==> src/rtl/program_loader.sv <==
// program_loader: packs a little-endian byte stream into 32-bit words and writes
// them to instruction memory from word 0 upward, holding the CPU in reset until done.
// Latency: mem_we asserts the cycle after the 4th byte of a word; peak 4 bytes / 5 cycles.
// Backpressure: in_ready is a pure state decode (RECV/CHECK only); bytes are never
// consumed while in_ready is low, including the single WRITE cycle per word.
//
// Optional build macro: LOADER_CHECKSUM_EN adds a CHECK state that consumes one
// trailing checksum byte; the load passes when the 8-bit sum of all bytes is zero.
//
// Ports:
//   clk, reset         system clock, synchronous active-high reset
//   start, word_count  load request and number of words (1..MEM_WORDS)
//   in_valid, in_data, in_ready   byte stream handshake
//   mem_we, mem_addr, mem_wdata   instruction-memory write port
//   cpu_reset, busy, done, error  status towards the CPU / host
module program_loader #(
  parameter int MEM_WORDS = 32,
  parameter int ADDR_W    = 5
) (
  input  logic              clk,
  input  logic              reset,
  input  logic              start,
  input  logic [ADDR_W:0]   word_count,
  input  logic              in_valid,
  input  logic [7:0]        in_data,
  output logic              in_ready,
  output logic              mem_we,
  output logic [ADDR_W-1:0] mem_addr,
  output logic [31:0]       mem_wdata,
  output logic              cpu_reset,
  output logic              busy,
  output logic              done,
  output logic              error
);

  localparam int CNT_W = ADDR_W + 1;

  typedef enum logic [2:0] {
    IDLE,
    RECV,
    WRITE,
    DONE
`ifdef LOADER_CHECKSUM_EN
    , CHECK
`endif
  } state_t;

  state_t             state, state_nxt;
  logic [CNT_W-1:0]   count_q;
  logic [CNT_W-1:0]   word_cnt;
  logic [CNT_W-1:0]   word_inc;
  logic [1:0]         idx;
  logic [31:0]        asm_q;
  logic [ADDR_W-1:0]  mem_addr_q;
  logic [31:0]        mem_wdata_q;
  logic               error_q;
  logic               count_ok;
  logic               start_ok_state;
  logic               start_acc;
  logic               start_rej;
  logic               ck_fail;
`ifdef LOADER_CHECKSUM_EN
  logic [7:0]         sum_q;
`endif

  assign count_ok       = (word_count != '0) && (word_count <= CNT_W'(MEM_WORDS));
  assign start_ok_state = (state == IDLE) || (state == DONE);
  assign start_acc      = start && count_ok && start_ok_state;
  assign start_rej      = start && !count_ok && start_ok_state;
  assign word_inc       = word_cnt + 1'b1;

  assign mem_addr  = mem_addr_q;
  assign mem_wdata = mem_wdata_q;
  assign error     = error_q;

  always_ff @(posedge clk) begin
    if (reset) state <= IDLE;
    else       state <= state_nxt;
  end

  always_comb begin
    state_nxt = state;
    in_ready  = 1'b0;
    mem_we    = 1'b0;
    busy      = 1'b0;
    done      = 1'b0;
    cpu_reset = 1'b1;
    ck_fail   = 1'b0;
    case (state)
      IDLE: begin
        if (start_acc) state_nxt = RECV;
      end
      RECV: begin
        busy     = 1'b1;
        in_ready = 1'b1;
        if (in_valid && (idx == 2'd3)) state_nxt = WRITE;
      end
      WRITE: begin
        busy   = 1'b1;
        mem_we = 1'b1;
        if (word_inc == count_q) begin
`ifdef LOADER_CHECKSUM_EN
          state_nxt = CHECK;
`else
          state_nxt = DONE;
`endif
        end else begin
          state_nxt = RECV;
        end
      end
      DONE: begin
        // A re-load puts the CPU back into reset in the very cycle it is accepted.
        done      = !start_acc;
        cpu_reset = start_acc;
        if (start_acc) state_nxt = RECV;
      end
`ifdef LOADER_CHECKSUM_EN
      CHECK: begin
        busy     = 1'b1;
        in_ready = 1'b1;
        if (in_valid) begin
          if (8'(sum_q + in_data) == 8'd0) begin
            state_nxt = DONE;
          end else begin
            state_nxt = IDLE;
            ck_fail   = 1'b1;
          end
        end
      end
`endif
      default: state_nxt = IDLE;
    endcase
    // Reset wins immediately: no write strobe and the CPU stays held.
    if (reset) begin
      mem_we    = 1'b0;
      done      = 1'b0;
      cpu_reset = 1'b1;
    end
  end

  always_ff @(posedge clk) begin
    if (reset) begin
      count_q     <= '0;
      word_cnt    <= '0;
      idx         <= '0;
      asm_q       <= '0;
      mem_addr_q  <= '0;
      mem_wdata_q <= '0;
      error_q     <= 1'b0;
`ifdef LOADER_CHECKSUM_EN
      sum_q       <= '0;
`endif
    end else begin
      if (start_rej) error_q <= 1'b1;
      if (start_acc) begin
        count_q  <= word_count;
        word_cnt <= '0;
        idx      <= '0;
        error_q  <= 1'b0;
`ifdef LOADER_CHECKSUM_EN
        sum_q    <= '0;
`endif
      end
      if ((state == RECV) && in_valid) begin
        asm_q[{idx, 3'b000} +: 8] <= in_data;
        idx <= idx + 1'b1;
`ifdef LOADER_CHECKSUM_EN
        sum_q <= sum_q + in_data;
`endif
        // Write port registers are loaded only here so they hold outside WRITE.
        if (idx == 2'd3) begin
          mem_addr_q  <= word_cnt[ADDR_W-1:0];
          mem_wdata_q <= {in_data, asm_q[23:0]};
        end
      end
      if (state == WRITE) begin
        word_cnt <= word_inc;
        idx      <= '0;
      end
      if (ck_fail) error_q <= 1'b1;
    end
  end

endmodule

==> config.mk <==
export PLATFORM = sky130hd
export DESIGN_NAME = program_loader
export DESIGN_NICKNAME = d
export VERILOG_FILES = /design/src/rtl/program_loader.sv
export SDC_FILE = /design/constraint.sdc
export NUM_CORES = 1
export LEC_CHECK = 0
export ABC_AREA = 1
export CELL_PAD_IN_SITES_DETAIL_PLACEMENT = 1
export CELL_PAD_IN_SITES_GLOBAL_PLACEMENT = 2
export CORE_MARGIN = 2
export CORE_UTILIZATION = 38
export DETAILED_ROUTE_END_ITERATION = 16
export DONT_BUFFER_PORTS = 1
export PLACE_DENSITY_LB_ADDON = 0.1
export SETUP_SLACK_MARGIN = 0.3
export SYNTH_ARGS = -nofsm -noshare
export SYNTH_HDL_FRONTEND = slang
export SYNTH_SLANG_ARGS = --single-unit
==> constraint.sdc <==
create_clock -name clk -period 4.7 [get_ports clk]
set_input_delay 0.94 -clock clk [delete_from_list [all_inputs] [get_ports clk]]
set_output_delay 0.94 -clock clk [all_outputs]
set_load 0.05 [all_outputs]
==> results.md <==
| Stage | Item | This run |
|:---|:---|:---|
| power and ir drop | Power per standard cell area | 449.5 nW/µm² |
| die | Initial core utilization | 38.66% |
| synth | Net count after synthesis | 468 |
| die | Vert. Die Dim | 97.50 µm |
| worst setup path | Count of buffering cells on the critical path with inverters included | 2 |
| final layout | Post-Layout Cell Count | 541 |
| sta | Fin Clk Skew | 0.009313 ns |
| final layout | Most common library cell in the layout ignoring fill and taps | sky130_fd_sc_hd__nand2_1 |
| worst setup path | Critical Path Stages | 4 |
| synth | Number of instances in the synthesized netlist | 440 |
| global routing | Overflow left after global routing | 0 |
| placement | IO buf count | 0 |
| placement | Post-DP HPWL | 5.841 mm |
| final layout | Synthesis-to-layout area growth | 6.704% |
| sta | Final Max Tran Viols | 0 |
| synth | Number of distinct library cells after synthesis | 24 |
| outcome | Outcome | complete, no violations |
| worst setup path | Worst r2r dst | mem_wdata[11]$_SDFFE_PP0P_ |
| synth | Ys Warns | 0 |
| clocking | Worst-path clk slew | 0.08 ns |
| worst setup path | Worst flop-to-flop path startpoint | state[1]$_SDFFE_PP0P_ |
| drt | Average wire length per cell after detail routing | 15.79 µm |
| drt | Final ANT Viol Nets | 0 |
| sta | Number of hold-slack violations in the final timing report | 0 |
| final layout | Diode insertion count for antenna repair | 0 |
| clocking | Clock root cell | sky130_fd_sc_hd__clkbuf_8 |
| global routing | Number of antenna violations at the first check in global routing | 0 |
| placement | Placed cell count | 526 |
| synth | Sequential fraction of the synthesis area | 47.01% |
| worst setup path | Crit path kind | reg -> out |
| global routing | Global router's overall resource usage | 18.65% |
| worst setup path | Sort of element at the start of the critical path | flop |
| clocking | Cts bufs inserted | 9 |
| final layout | Commonest non-fill, non-tap cells in the layout | 104 x sky130_fd_sc_hd__nand2_1, 78 x sky130_fd_sc_hd__dfxtp_1, 76 x sky130_fd_sc_hd__a21oi_1, 63 x sky130_fd_sc_hd__nand3_1, 24 x sky130_fd_sc_hd__inv_1 |
| drt | Via density | 5.262 |
| worst setup path | Most frequent cell on the critical path | sky130_fd_sc_hd__inv_1 |
| clocking | Buffer depth of the longest clock path | 2 |
| final layout | Ratio of cells with drive above 1 in the final layout | 5.081% |
| sta | Number of failing setup endpoints in the final timing report | 0 |
| sta | Slew at the pin closest to its max-slew limit | 0.9462 ns |
| worst setup path | Endpoint arrival time on the critical path | 2.08 ns |
| worst setup path | Cells traversed along the worst timing path | inv_1 > ha_1 > inv_1 > nor2_1 |
| worst hold path | Worst hold path class | reg -> reg |
| power and ir drop | Leakage power | 1.237 nW |
| synth | Post-synthesis async set-or-reset flop share | 0% |
| global routing | Via count of the first global-routing pass | 2810 |
| worst setup path | Critical path capture point | mem_we |
| synth | Count of state elements after synthesis | 78 |
| worst hold path | Source of the worst hold timing path | asm_q[10]$_SDFFE_PP0P_ |
| clocking | Clock latency on the worst-skew pair | 0.35 ns |
| drt | DRC violations left | 0 |
| die | Total I/O pin count | 61 |
| drt | Final wirelength | 8.540 mm |
| power and ir drop | IR drop worst, VDD | 0.0003129 V |
| worst setup path | Number of cells on the worst reg-to-reg path | 8 |
| synth | Netlist area before placement | 3322 µm² |
| drt | Drt initial violations | 65 |
| die | Number of standard-cell rows in the floorplan | 34 |
| clocking | CTS hold repair buffers | 0 |
| clocking | Post-cts gate resize count | 0 |
| sta | Unrepaired setup endpoints after global routing | no |
| clocking | H-Tree Depth | 3 |
| clocking | CTS tree | yes |
| die | Width of the chip | 97.50 µm |
| run | MaxCap Viol Count | 0 |
| worst setup path | Crit-path slowest cell | sky130_fd_sc_hd__nor2_1 |
| sta | Final sum of negative setup slack | 0 ns |
| sta | Final worst-path cycle share | 64.32% |
| sta | Maximum operating frequency | 330.8 MHz |
| final layout | Number of nets at the end of the flow | 457 |
| synth | Synth Area per Inst | 7.550 µm² |
| worst setup path | Longest individual stage delay on the worst path | 0.76 ns |
| sta | Final worst path period need | 3.023 ns |
| die | Die Outline Area | 9506 µm² |
| clocking | Number of sinks handled by clock tree synthesis | 78 |
| power and ir drop | Design Power | 1.593 mW |
| global routing | Largest net degree at the start of global routing | 68 |
| worst setup path | Crit path launch | state[0]$_SDFFE_PP0P_ |
| worst setup path | Maximum fanout along the worst path | 8 |
| worst setup path | Crit path required time | 3.76 ns |
| die | Placeable core region | 8593 µm² |
| sta | Relative slew slack | 36.69% |
| drt | Vias after detailed routing | 2847 |
| worst setup path | Type of element capturing the critical path | output port |
| synth | Most common flop cell mapped by yosys | sky130_fd_sc_hd__dfxtp_1 |
| clocking | Post-CTS setup repair buffer count | 0 |
| drt | Router iterations before antenna repair | 4 |
| worst setup path | Family of cells with the greatest summed delay on the critical path | simple AND/OR/NAND/NOR gates |
| worst setup path | Slack of the worst reg-to-reg path | 1.91 ns |
| global routing | First-pass GRT wire length | 14.42 mm |
| placement | Placer Congestion | 0.8093 |
| final layout | Fill count | 1100 |
| synth | Post-synth EDFFs | 0 |
## stage by stage
step	instance area, µm²	util [%]	hold slack [ns]	setup WS [ns]
2_1_floorplan	3322	-	0.4431	1.274
3_3_place_gp	3357	39.07	0.4513	1.806
3_5_place_dp	3357	39.07	0.4523	1.798
4_1_cts	3545	41.25	0.4663	1.632
5_1_grt	3545	41.25	0.4812	1.526
6_report	3545	41.25	0.4641	1.677
## layout make-up
| type | instances | area [µm²] | area share (%) |
|---|---|---|---|
| Clock buffer | 10 | 127.6 | 3.600 |
| Clock inverter | 5 | 60.06 | 1.694 |
| Inverter | 26 | 100.1 | 2.824 |
| Multi-Input combinational cell | 310 | 1530 | 43.17 |
| Sequential cell | 78 | 1562 | 44.05 |
| Tap cell | 108 | 135.1 | 3.812 |
| Timing Repair Buffer | 4 | 30.03 | 0.8472 |
## cells by family after synthesis
group / count (synthesis) / share of synthesized area (%)
buffers and inverters: 52 / 6.930
AOI/OAI and AO/OA: 89 / 13.48
DFF: 78 / 47.01
and+or+nand+nor: 210 / 28.55
xor gates and xnor gates: 1 / 0.2637
adders and majority gates: 10 / 3.766
## worst reg2reg max path, cell delays in order, from the launching register on
cell and delay (ns):
sky130_fd_sc_hd__dfxtp_1 0.34, sky130_fd_sc_hd__inv_1 0.10, sky130_fd_sc_hd__ha_1 0.56, sky130_fd_sc_hd__nand2_2 0.20, sky130_fd_sc_hd__inv_4 0.40, sky130_fd_sc_hd__nand2_1 0.55
sky130_fd_sc_hd__buf_4 0.39, sky130_fd_sc_hd__nand2_1 0.08, sky130_fd_sc_hd__a21oi_1 0.07
## power breakdown
group / internal (mW) / leakage (nW) / switching [mW]
logic: 0.0917 / 0.514 / 0.265
registers: 0.701 / 0.630 / 0.0468
clock network: 0.245 / 0.0927 / 0.244
## synthesized netlist by cell type, types with 2 or more instances
cell type                    n  area [µm²]
sky130_fd_sc_hd__o21ai_0    12       60.06
sky130_fd_sc_hd__a21oi_1    76       380.4
sky130_fd_sc_hd__buf_4       2       15.01
sky130_fd_sc_hd__or3_1      16       100.1
sky130_fd_sc_hd__buf_2       7       35.03
sky130_fd_sc_hd__nand4_1     6       37.54
sky130_fd_sc_hd__buf_6       2       22.52
sky130_fd_sc_hd__nand2_1   104       390.4
sky130_fd_sc_hd__nand3b_1    2       15.01
sky130_fd_sc_hd__clkbuf_1   13       48.80
sky130_fd_sc_hd__ha_1       10       125.1
sky130_fd_sc_hd__dfxtp_1    78        1562
sky130_fd_sc_hd__nand3_1    63       315.3
sky130_fd_sc_hd__inv_1      24       90.09
sky130_fd_sc_hd__nor2_1     15       56.30
sky130_fd_sc_hd__nand2_4     2       22.52
## worst min-delay path by stage
stage,cells after the start,to
after floorplan,2,count_q[1]$_SDFFE_PP0P_
after global placement,2,asm_q[21]$_SDFFE_PP0P_
after detailed placement,2,asm_q[12]$_SDFFE_PP0P_
after CTS,2,asm_q[12]$_SDFFE_PP0P_
after global routing,2,asm_q[10]$_SDFFE_PP0P_
final,2,asm_q[10]$_SDFFE_PP0P_
## routing by layer
layer	vias up	part of all wire, %	routed length (µm)	global-route usage, %
met5	-	0	0	0
met4	0	0.77	66	5.449
met3	6	5.1	434	4.964
met2	51	47	3972	29.60
met1	1338	48	4066	24.96
li1	1452	-	-	-
## registers in the layout, indices dropped and copies added (netlist names)
signal	count
mem_wdata	32
idx	2
error	1
state	2
mem_addr	5
count_q	6
asm_q	24
word_cnt	6
Note: power is estimated with default switching activity, not from simulation.
